<file path="config.mk">
export PLATFORM = sky130hd
export DESIGN_NAME = power_monitor
export DESIGN_NICKNAME = d
export VERILOG_FILES = /design/src/rtl/power_monitor.sv
export SDC_FILE = /design/constraint.sdc
export NUM_CORES = 1
export LEC_CHECK = 0
export CORE_ASPECT_RATIO = 0.75
export CORE_MARGIN = 2
export CORE_UTILIZATION = 50
export DETAILED_ROUTE_END_ITERATION = 16
export PLACE_DENSITY = 0.83
export SYNTH_ARGS = -nofsm -noshare
export SYNTH_HDL_FRONTEND = slang
export SYNTH_SLANG_ARGS = --single-unit
</file>
<file path="constraint.sdc">
create_clock -name clk -period 11.1 [get_ports clk]
set_input_delay 1.11 -clock clk [delete_from_list [all_inputs] [get_ports clk]]
set_output_delay 1.11 -clock clk [all_outputs]
set_load 0.01 [all_outputs]
</file>
<file path="src/rtl/power_monitor.sv">
`default_nettype none
// ============================================================================
//  Module   : power_monitor
//  Purpose  : Switching-activity monitor. It samples N_NETS gate outputs once
//             per clock and counts the 0<->1 transitions between consecutive
//             samples. It also accumulates a saturating energy estimate,
//             weighted by PWR_C_UNITS, over a start/stop window.
//  Ports    : clk      - rising-edge clock
//             reset    - synchronous, active-high
//             nets     - monitored nets (N_NETS bits, synchronous to clk)
//             start    - open a window (sampled in IDLE/DONE)
//             stop     - close the window (sampled in ARM/RUN)
//             busy     - high in ARM and RUN
//             done     - high in DONE, results held
//             toggles  - transitions counted in the window (CNT_W bits)
//             energy   - accumulated energy in 1e-6 units (ACC_W bits)
//             overflow - sticky; toggles or energy saturated
//  Revision : 1.0 - initial release
// ============================================================================
module power_monitor #(
  parameter int N_NETS      = 4,
  parameter int CNT_W       = 16,
  parameter int ACC_W       = 24,
  parameter int PWR_C_UNITS = 30
) (
  input  logic              clk,
  input  logic              reset,
  input  logic [N_NETS-1:0] nets,
  input  logic              start,
  input  logic              stop,
  output logic              busy,
  output logic              done,
  output logic [CNT_W-1:0]  toggles,
  output logic [ACC_W-1:0]  energy,
  output logic              overflow
);

  // Per-sample transition count width, and the widths of the weighted
  // product and of the pre-saturation sums. The extra top bit on each sum
  // catches a carry past the accumulator width.
  localparam int D_W  = $clog2(N_NETS + 1);
  localparam int K_W  = (PWR_C_UNITS > 1) ? $clog2(PWR_C_UNITS + 1) : 1;
  localparam int P_W  = D_W + K_W;
  localparam int TS_W = ((CNT_W > D_W) ? CNT_W : D_W) + 1;
  localparam int ES_W = ((ACC_W > P_W) ? ACC_W : P_W) + 1;

  typedef enum logic [1:0] {
    S_IDLE = 2'd0,
    S_ARM  = 2'd1,
    S_RUN  = 2'd2,
    S_DONE = 2'd3
  } state_t;

  state_t state;
  state_t state_nxt;

  logic [N_NETS-1:0] prev;
  logic [N_NETS-1:0] diff;
  logic [D_W-1:0]    d;
  logic [P_W-1:0]    prod;
  logic [TS_W-1:0]   tsum;
  logic [ES_W-1:0]   esum;
  logic              tsat;
  logic              esat;

  // ---------------------------------------------------------------------------
  // FSM state register
  // ---------------------------------------------------------------------------
  always_ff @(posedge clk) begin
    if (reset) begin
      state <= S_IDLE;
    end else begin
      state <= state_nxt;
    end
  end

  // ---------------------------------------------------------------------------
  // FSM next-state logic. start takes priority in IDLE/DONE; stop in ARM
  // skips RUN entirely, so the window closes with zero counts.
  // ---------------------------------------------------------------------------
  always_comb begin
    state_nxt = state;
    case (state)
      S_IDLE:  if (start) state_nxt = S_ARM;
      S_ARM:   state_nxt = stop ? S_DONE : S_RUN;
      S_RUN:   if (stop) state_nxt = S_DONE;
      S_DONE:  if (start) state_nxt = S_ARM;
      default: state_nxt = S_IDLE;
    endcase
  end

  // ---------------------------------------------------------------------------
  // Transition count and weighted energy for the current sample
  // ---------------------------------------------------------------------------
  assign diff = nets ^ prev;

  always_comb begin
    d = '0;
    for (int i = 0; i < N_NETS; i++) begin
      d = d + D_W'(diff[i]);
    end
  end

  // Constant multiply, performed at full width before accumulation.
  assign prod = P_W'(d) * P_W'(PWR_C_UNITS);

  assign tsum = TS_W'(toggles) + TS_W'(d);
  assign esum = ES_W'(energy) + ES_W'(prod);
  assign tsat = |tsum[TS_W-1:CNT_W];
  assign esat = |esum[ES_W-1:ACC_W];

  // ---------------------------------------------------------------------------
  // Sample register and accumulators
  // ---------------------------------------------------------------------------
  always_ff @(posedge clk) begin
    if (reset) begin
      prev     <= '0;
      toggles  <= '0;
      energy   <= '0;
      overflow <= 1'b0;
    end else begin
      case (state)
        S_IDLE, S_DONE: begin
          if (start) begin
            toggles  <= '0;
            energy   <= '0;
            overflow <= 1'b0;
          end
        end
        S_ARM: begin
          // Baseline sample only; the first transition is counted in RUN.
          prev <= nets;
        end
        S_RUN: begin
          prev     <= nets;
          toggles  <= tsat ? {CNT_W{1'b1}} : tsum[CNT_W-1:0];
          energy   <= esat ? {ACC_W{1'b1}} : esum[ACC_W-1:0];
          overflow <= overflow | tsat | esat;
        end
        default: begin
          prev <= prev;
        end
      endcase
    end
  end

  // Status flags decode straight from the state register, so they are
  // registered with respect to every input.
  assign busy = (state == S_ARM) || (state == S_RUN);
  assign done = (state == S_DONE);

endmodule
`default_nettype wire

</file>
==> results of run 1 <==
-- through the flow --
step | std cells | total power [W] | instance area, µm² | setup slack [ns]
finish | 508 | 0.00102 | 3770 | 4.90
global route | 508 | 0.00111 | 3770 | 4.50
global placement | 500 | 0.000863 | 3660 | 4.84
CTS | 508 | 0.00102 | 3770 | 4.90
detailed placement | 500 | 0.000880 | 3660 | 4.58
floorplan | 384 | 0.000736 | 3140 | 5.93
-- logic make-up (layout without fill, tap and decap cells) --
kind of cell               count (synthesis)  in the layout  synth area share, %
AOI/OAI and AO/OA                        132            132                 26.6
and+or+nand+nor                          127            127                 20.6
DFF                                       47             47                 30.0
buffers and inverters                     32             78                 5.43
adders and majority gates                 27             27                 11.7
xor gates and xnor gates                  12             12                 3.35
muxes                                      7              7                 2.27
-- tightest hold or removal path, delay by kind of cell, from the launching register on --
| family | cells | cell delay [ns] |
|---|---|---|
| DFF | 1 | 0.34 |
| and+or+nand+nor | 2 | 0.10 |
-- worst paths after layout --
path                   from        end  slack [ns]  depth (start not counted)
setup / recovery    nets[0]  energy[0]        4.90                         20
hold / removal    energy[1]  energy[1]        0.46                          2
setup reg to reg    prev[0]  energy[0]        5.83                         19
hold reg to reg   energy[1]  energy[1]        0.46                          2
-- area by class of cell --
type                    count  area [µm²]  share of cell area (%)
multi-input cells         305        2030                    53.8
inverters                  16        60.1                    1.59
clock buffers               5        68.8                    1.83
flip-flops and latches     47         941                    25.0
clock inverters             3        43.8                    1.16
well taps                  78        97.6                    2.59
repair buffers             54         531                    14.1
-- synthesized netlist by cell type, drive strengths merged (9+ instances only) --
cell type / count
nand4: 9
o21ai: 35
nor2: 22
ha: 23
a21o: 9
inv: 15
dfxtp: 47
nand2: 42
a21oi: 39
nor3: 14
buf: 11
-- state kept, by name, summed over array words and instances, names as in the netlist --
name / count
prev: 4
energy: 24
overflow: 1
state: 2
toggles: 16
-- where the power goes --
group          internal, W  total (W)  switching, W
logic             0.000299   0.000686      0.000387
clock network    0.0000672   0.000130     0.0000627
registers         0.000187   0.000204     0.0000172
total             0.000554    0.00102      0.000466
-- routing by layer --
| metal | part of all wire [%] | up-vias | global-route usage (%) |
|---|---|---|---|
| met2 | 44 | 168 | 37.6 |
| met3 | 9.0 | 11 | 4.34 |
| li1 | - | 1518 | - |
| met4 | 1.1 | 0 | 7.14 |
| met5 | 0 | - | 0 |
| met1 | 46 | 1497 | 34.5 |
==> run metrics, run 1 <==
status finished, final reports clean; measured slew at the worst slew-check pin 1.16 ns; register area share after synthesis between 30% and 40%; setup TNS 0 ns; via count 3194; fin. max-slew vios 0; Syn Nets roughly 420; final net count between 400 and 500; Synth top area share 30.0%; number of synthesized flops with an enable pin 0; Post-Syn Area between 0.003 and 0.004 mm²; starting density of the core approximately 53%; commonest non-fill, non-tap cell in the layout clkdlybuf4s50_1; num ports slightly above 50; postcts setup bufs 0; Yosys top cell by area dfxtp_1; CTS tree done; Synth Register Bits 47; share of cells above drive strength 1 4.65%; post_cts resized 0; slowest CP cell nor4_1; hold-fix buffers at CTS 0; most frequent cells in the layout clkdlybuf4s50_1 (50), dfxtp_1 (47), nand2_1 (42), a21oi_1 (39), o21ai_0 (34); crit share post-route approximately 56%; final setup fails 0; global-route wire length before repair around 13 mm; vias in the first global route around 2900; First DRT Iteration DRCs between 200 and 250; initial antenna violation count 0; die width about 95 µm; Critical Path Fanout Max 7; max-slew headroom at the worst pin around 22%; DR pass1 iterations 6; Syn Inst Count roughly 380; crit path DAT between 6 and 7 ns; antenna-violating nets left 0; slowest stage delay, CP 1.02 ns; data required time of the critical path between 10 and 15 ns; CP Buf/Inv Count 5; TritonCTS buffer count 5; IO buf count 50; Hold WS 0.464 ns; DRC violations left 0; Clock Path Buffers 2; # rows 24; final number of hold-violating endpoints 0; Power Density about 270 mW/mm²; die height roughly 73 µm; core area just under 0.006 mm²; Hold WC Path Type register to register; CP top delay family adder cells; GRT Util Overall 24.2%; CTS root buf clkbuf_8; Yosys warning total 0; Worst setup EP type register; maxcap violations 0; H-tree levels 2; post-layout util between 60 and 70%; Synth area leaders dfxtp_1 (30%), ha_1 (9.2%), a21oi_1 (6.2%); CP dominant cell by count ha_1; Leakage between 1 and 1.5 nW; HPWL Detailed 5.85 mm; synthesized area per cell 8.17 µm²; die footprint 0.00693 mm²; worst setup path class input pin to register; routability congestion estimate between 0.8 and 0.9; Worst Setup Start Kind input pin; DR vias/cell ~6.3; clk_lat worst skew slightly above 0.3 ns; diode count 0; VDD IR max around 0.00023 V; area grow syn2layout 20.2%; grt ovf 0; fraction of registers with async set/reset 0%; CP Cell Sequence clkdlybuf4s50_1, xnor2_1, fa_1, inv_1, ha_1, inv_1, ha_1, inv_1, ha_1, ha_1, fa_1, a21o_1, a22o_1, ha_1, a221oi_1, nand3b_1, nor4_1, buf_4, a21oi_1, a211oi_1; clk sinks 47; Unique masters post-synth between 50 and 60; RSZ-0062 raised after global routing false; Worst-path clk slew 0.09 ns; Wirelength per Cell approximately 16 µm; # fillers between 500 and 600; final WL between 8 and 9 mm; fmax roughly 160 MHz; Fin Clk Skew 0.00962 ns; largest net degree at the start of global routing 28; final worst path period need 6.20 ns; Synth Flop Type dfxtp_1
Power figures use the tool's default switching activity.
==> run 2: changes to the inputs <==
==> constraint.sdc (replaced) <==
create_clock -name clk -period 6.32 [get_ports clk]
set_input_delay 0.632 -clock clk [delete_from_list [all_inputs] [get_ports clk]]
set_output_delay 0.632 -clock clk [all_outputs]
set_load 0.01 [all_outputs]
==> run metrics, run 2 (synthesis gave the netlist of run 1 again) <==
hold_sp energy[3] (was energy[1]); worst hold endpoint energy[3] (was energy[1]); DRC violations left 0 (unchanged); Worst Setup Start Kind input pin (unchanged); slowest CP cell fa_1 (was nor4_1); Worst setup EP type register (unchanged); TritonCTS buffer count 5 (unchanged); Wirelength per Cell 16.2 µm (was 16.1 µm); final setup fails 0 (unchanged); R2R depth 18 (was 19); H-tree levels 2 (unchanged); initial antenna violation count 0 (unchanged); data required time of the critical path 6.52 ns (was 11.33 ns); global-route wire length before repair 13.8 mm (was 13.3 mm); setup TNS 0 ns (unchanged); hold-fix buffers at CTS 0 (unchanged); via count 3158 (was 3194); VDD IR max 0.000405 V (was 0.000230 V); grt ovf 0 (unchanged); pre-CTS WS 0.887 ns (was 4.58 ns); First DRT Iteration DRCs 205 (was 217); CTS root buf clkbuf_8 (unchanged); Critical Path Fanout Max 6 (was 7); share of cells above drive strength 1 4.87% (was 4.65%); r2r startpoint prev[0] (unchanged); starting density of the core 52.7% (unchanged); final net count 465 (was 464); setup slack, reg-to-reg 1.64 ns (was 5.83 ns); r2r endpoint energy[19] (was energy[0]); CP dominant cell by count ha_1 (unchanged); max FFs per register 24 (unchanged); measured slew at the worst slew-check pin 0.940 ns (was 1.16 ns); DR vias/cell 6.20 (was 6.29); CP top delay family adder cells (unchanged); core area 0.00595 mm² (unchanged); RSZ-0062 raised after global routing false (unchanged); commonest non-fill, non-tap cell in the layout clkdlybuf4s50_1 (unchanged); post_cts resized 0 (unchanged); Clock Path Buffers 2 (unchanged); antenna-violating nets left 0 (unchanged); crit path DAT 5.32 ns (was 6.43 ns); max-slew headroom at the worst pin 37.1% (was 21.9%); WHS Path Cells 2 (unchanged); area grow syn2layout 20.6% (was 20.2%); CP Buf/Inv Count 4 (was 5); postcts setup bufs 0 (unchanged); HPWL Detailed 5.99 mm (was 5.85 mm); clk_lat worst skew 0.30 ns (was 0.31 ns); # rows 24 (unchanged); total power 0.00181 W (was 0.00102 W); IO buf count 50 (unchanged); Fin Clk Skew 0.00637 ns (was 0.00962 ns); largest net degree at the start of global routing 28 (unchanged); diode count 0 (unchanged); fin. max-slew vios 0 (unchanged); slowest stage delay, CP 0.53 ns (was 1.02 ns); biggest regs energy (24), toggles (16), prev (4) (unchanged); CP Cell Sequence clkdlybuf4s50_1, xnor2_1, fa_1, inv_1, ha_1, inv_1, ha_1, inv_1, ha_1, ha_1, fa_1, a21o_1, a22o_1, ha_1, a221oi_1, nand3b_1, nor3_1, a32o_1, a311o_1 (was clkdlybuf4s50_1, xnor2_1, fa_1, inv_1, ha_1, inv_1, ha_1, inv_1, ha_1, ha_1, fa_1, a21o_1, a22o_1, ha_1, a221oi_1, nand3b_1, nor4_1, buf_4, a21oi_1, a211oi_1); Worst-path clk slew 0.09 ns (about the same); die height 72.6 µm (unchanged); status finished, final reports clean (unchanged); final worst slack 1.19 ns (was 4.90 ns); final number of hold-violating endpoints 0 (unchanged); CTS tree done (unchanged); final WL 8.24 mm (was 8.18 mm); Hold WC Path Type register to register (unchanged); num ports 51 (unchanged); clk sinks 47 (unchanged); crit share post-route roughly 80%; GRT Util Overall 24.8% (was 24.2%); DR pass1 iterations 5 (was 6); most frequent cells in the layout clkdlybuf4s50_1 (50), dfxtp_1 (47), nand2_1 (42), a21oi_1 (39), o21ai_0 (34) (unchanged); Power Density 479 mW/mm² (was 271 mW/mm²); routability congestion estimate 0.879 (was 0.872); largest reg by FF count energy (unchanged); fmax 195 MHz; die width 95.4 µm (unchanged); maxcap violations 0 (unchanged); worst setup path class input pin to register (unchanged); Leakage 1.39 nW (was 1.38 nW); die footprint 0.00693 mm² (unchanged); final worst path period need 5.13 ns; vias in the first global route 2878 (was 2874)
==> run 2: changes by cell type in the layout (fill, tap and decap cells not counted), sizes merged <==
cell	previous run	this run
clkinv	3	2
buf	4	5
clkbuf	5	6
==> run 2: metal layers <==
layer	track usage, %	vias to the layer above	share of wire [%]
met5	0	-	0
met4	6.35	0	1.5
met1	35.0	1467	46
met3	4.13	15	8.5
li1	-	1525	-
met2	39.8	151	44
==> run 2: final cells by class <==
cell class,count,area [µm²]
tap,78,97.6
inverter,16,60.1
fill,526,2160
multi-input combinational,305,2030
timing repair buffer,55,538
clock inverter,2,35.0
clock buffer,6,82.6
sequential,47,941
==> run 2: worst max-delay path by stage <==
stage,cells past startpoint,startpoint,slack (ns),to
CTS,19,nets[0],1.21,energy[19]
global placement,19,nets[0],1.02,energy[19]
finish,19,nets[0],1.19,energy[19]
floorplan,18,nets[0],1.63,energy[19]
global route,19,nets[0],0.90,energy[19]
detailed placement,19,nets[0],0.89,energy[19]
==> run 2: power by group <==
| part | total, W | internal [W] | switching (W) |
|---|---|---|---|
| registers | 0.000358 | 0.000329 | 0.0000293 |
| clock network | 0.000237 | 0.000128 | 0.000108 |
| logic | 0.00122 | 0.000528 | 0.000688 |
| total | 0.00181 | 0.000985 | 0.000826 |
==> run 2: tightest hold or removal path, delay by kind of cell, from the launching register on <==
kind | cells | cell delay [ns]
flops | 1 | 0.34
simple gates | 2 | 0.10
==> run 2: metrics by stage <==
stage | util [%] | area, µm² | hold slack [ns] | instances
after floorplan | - | 3140 | 0.479 | 384
after global placement | 61.6 | 3660 | 0.449 | 501
after detailed placement | 61.6 | 3660 | 0.462 | 501
after CTS | 63.6 | 3780 | 0.475 | 509
after global routing | 63.6 | 3780 | 0.497 | 509
final | 63.6 | 3780 | 0.470 | 509
==> run 3: changes to the inputs <==
==> constraint.sdc (replaced) <==
create_clock -name clk -period 4.85 [get_ports clk]
set_input_delay 0.485 -clock clk [delete_from_list [all_inputs] [get_ports clk]]
set_output_delay 0.485 -clock clk [all_outputs]
set_load 0.01 [all_outputs]
==> run metrics, run 3 (synthesis gave the netlist of run 1 again) <==
status finished, final reports clean (unchanged); num ports 51 (unchanged); die footprint 0.00693 mm² (unchanged); Worst setup EP type register (unchanged); First DRT Iteration DRCs 311 (was 205); final WL 9.16 mm (was 8.24 mm); Worst-path clk slew 0.09 ns (about the same); slowest stage delay, CP 0.52 ns (was 0.53 ns); data required time of the critical path 5.05 ns (was 6.52 ns); H-tree levels 2 (unchanged); final worst slack 0.0669 ns (was 1.19 ns); Inst Count DP 524 (was 501); Layout Cells excl Fill 534 (was 509); starting density of the core 52.7% (unchanged); fmax between 200 and 250 MHz; DRC violations left 0 (unchanged); # fillers 494 (was 526); antenna-violating nets left 0 (unchanged); final instance area 0.00411 mm² (was 0.00378 mm²); die width 95.4 µm (unchanged); largest reg by FF count energy (unchanged); crit path DAT 4.98 ns (was 5.32 ns); via count 3351 (was 3158); core area 0.00595 mm² (unchanged); clk sinks 47 (unchanged); diode count 0 (unchanged); CTS tree done (unchanged); Power Density 696 mW/mm² (was 479 mW/mm²); Hold WS 0.460 ns (was 0.470 ns); clk_lat worst skew 0.31 ns (was 0.30 ns); # rows 24 (unchanged); VDD IR max 0.000558 V (was 0.000405 V); max FFs per register 24 (unchanged); Fin Clk Skew 0.0147 ns (was 0.00637 ns); placed inst area 0.00384 mm² (was 0.00366 mm²); IO buf count 50 (unchanged); Critical Path Fanout Max 4 (was 6); Leakage 1.56 nW (was 1.39 nW); area grow syn2layout 31.0% (was 20.6%); final net count 490 (was 465); Worst Setup Start Kind input pin (unchanged); fin. max-slew vios 0 (unchanged); slowest CP cell clkdlybuf4s50_1 (was fa_1); GRT Util Overall 25.4% (was 24.8%); multi-input logic area 0.00216 mm² (was 0.00203 mm²); global-route wire length before repair 14.0 mm (was 13.8 mm); grt ovf 0 (unchanged); initial antenna violation count 0 (unchanged); final worst path period need between 4 and 5 ns; crit share post-route a little over nine tenths; DR pass1 iterations 5 (unchanged); DR vias/cell 6.28 (was 6.20); Hold WC Path Type register to register (unchanged); final setup fails 0 (unchanged); commonest non-fill, non-tap cell in the layout clkdlybuf4s50_1 (unchanged); vias in the first global route 2989 (was 2878); measured slew at the worst slew-check pin 0.966 ns (was 0.940 ns); CP dominant cell by count ha_1 (unchanged); Worst path depth 20 (was 19); biggest regs energy (24), toggles (16), prev (4) (unchanged); die height 72.6 µm (unchanged); CP top delay family adder cells (unchanged); Wirelength per Cell 17.2 µm (was 16.2 µm); worst setup path class input pin to register (unchanged); CP Cell Sequence clkdlybuf4s50_1, xnor2_2, fa_1, inv_2, ha_4, inv_1, ha_1, inv_2, ha_4, buf_4, ha_1, a21o_1, a21oi_1, xnor2_1, ha_1, o211ai_1, or3_1, and2_1, o31a_1, o31a_1 (was clkdlybuf4s50_1, xnor2_1, fa_1, inv_1, ha_1, inv_1, ha_1, inv_1, ha_1, ha_1, fa_1, a21o_1, a22o_1, ha_1, a221oi_1, nand3b_1, nor3_1, a32o_1, a311o_1); maxcap violations 0 (unchanged); share of cells above drive strength 1 13.8% (was 4.87%); routability congestion estimate 0.880 (was 0.879); most frequent cells in the layout clkdlybuf4s50_1 (48), dfxtp_1 (47), nand2_1 (42), a21oi_1 (38), o21ai_0 (34) (was clkdlybuf4s50_1 (50), dfxtp_1 (47), nand2_1 (42), a21oi_1 (39), o21ai_0 (34)); HPWL Detailed 6.33 mm (was 5.99 mm); TritonCTS buffer count 5 (unchanged); pre-CTS WS -0.393 ns (was 0.887 ns); CTS root buf clkbuf_8 (unchanged); largest net degree at the start of global routing 28 (unchanged); WHS Path Cells 2 (unchanged); max-slew headroom at the worst pin 35.4% (was 37.1%); final number of hold-violating endpoints 0 (unchanged); Reg area 941 µm² (unchanged); Clock Path Buffers 2 (unchanged); CP Buf/Inv Count 5 (was 4); R2R depth 19 (was 18)
[run 3: cell types whose count changed in the layout (fill, tap and decap cells not counted), moves of 2 or more]
cell | previous run | this run
xnor2_1 | 7 | 4
buf_4 | 5 | 30
ha_1 | 23 | 17
ha_4 | 0 | 5
inv_1 | 15 | 13
inv_2 | 0 | 2
clkdlybuf4s50_1 | 50 | 48
dlymetal6s2s_1 | 0 | 2
xnor2_2 | 0 | 3
[run 3: through the flow]
stage               util, %  total power, W  TNS, ns
floorplan                 -         0.00168        0
global placement       64.5         0.00225    -1.73
detailed placement     64.5         0.00232    -6.55
CTS                    66.8         0.00265        0
global route           69.1         0.00308   -0.100
finish                 69.1         0.00286        0
[run 3: final cells by class]
cell class / instances / area share (%)
multi-input cells: 305 / 52.6
flip-flops and latches: 47 / 22.9
repair buffers: 80 / 17.8
well taps: 78 / 2.38
clock buffers: 5 / 1.68
inverters: 16 / 1.46
clock inverters: 3 / 1.16
[run 3: worst register-to-register path: cells and delay by family (launching register included)]
| kind | cells | cell delay [ns] |
|---|---|---|
| xor gates and xnor gates | 2 | 0.24 |
| DFF | 1 | 0.35 |
| buffers and inverters | 3 | 0.17 |
| and+or+nand+nor | 2 | 0.67 |
| AOI/OAI and AO/OA | 6 | 1.28 |
| adders and majority gates | 6 | 1.73 |
[run 3: what timing repair did]
item                       4_1_cts  5_1_grt
pin swaps                        0        3
setup endpoints to repair       12       24
resized for setup                2       19
setup buffers                    1        1
hold buffers                     0        0
[run 3: power breakdown]
group          total [W]  switching, W  internal (W)
registers       0.000472     0.0000433      0.000429
logic            0.00209       0.00108       0.00101
clock network   0.000300      0.000143      0.000156
total            0.00286       0.00126       0.00160
[run 3: worst paths after layout]
check	start	to	slack [ns]
worst max-delay path	nets[3]	energy[13]	0.07
worst min-delay path	energy[1]	energy[1]	0.46
worst max register to register	prev[0]	energy[13]	0.32
worst min register to register	energy[1]	energy[1]	0.46
[run 3: metal layers]
metal / part of all wire [%] / vias up / GRT usage [%]
li1: - / 1570 / -
met1: 45 / 1603 / 36.3
met2: 47 / 169 / 40.3
met3: 7.7 / 9 / 4.55
met4: 0.62 / 0 / 5.71
met5: 0 / - / 0
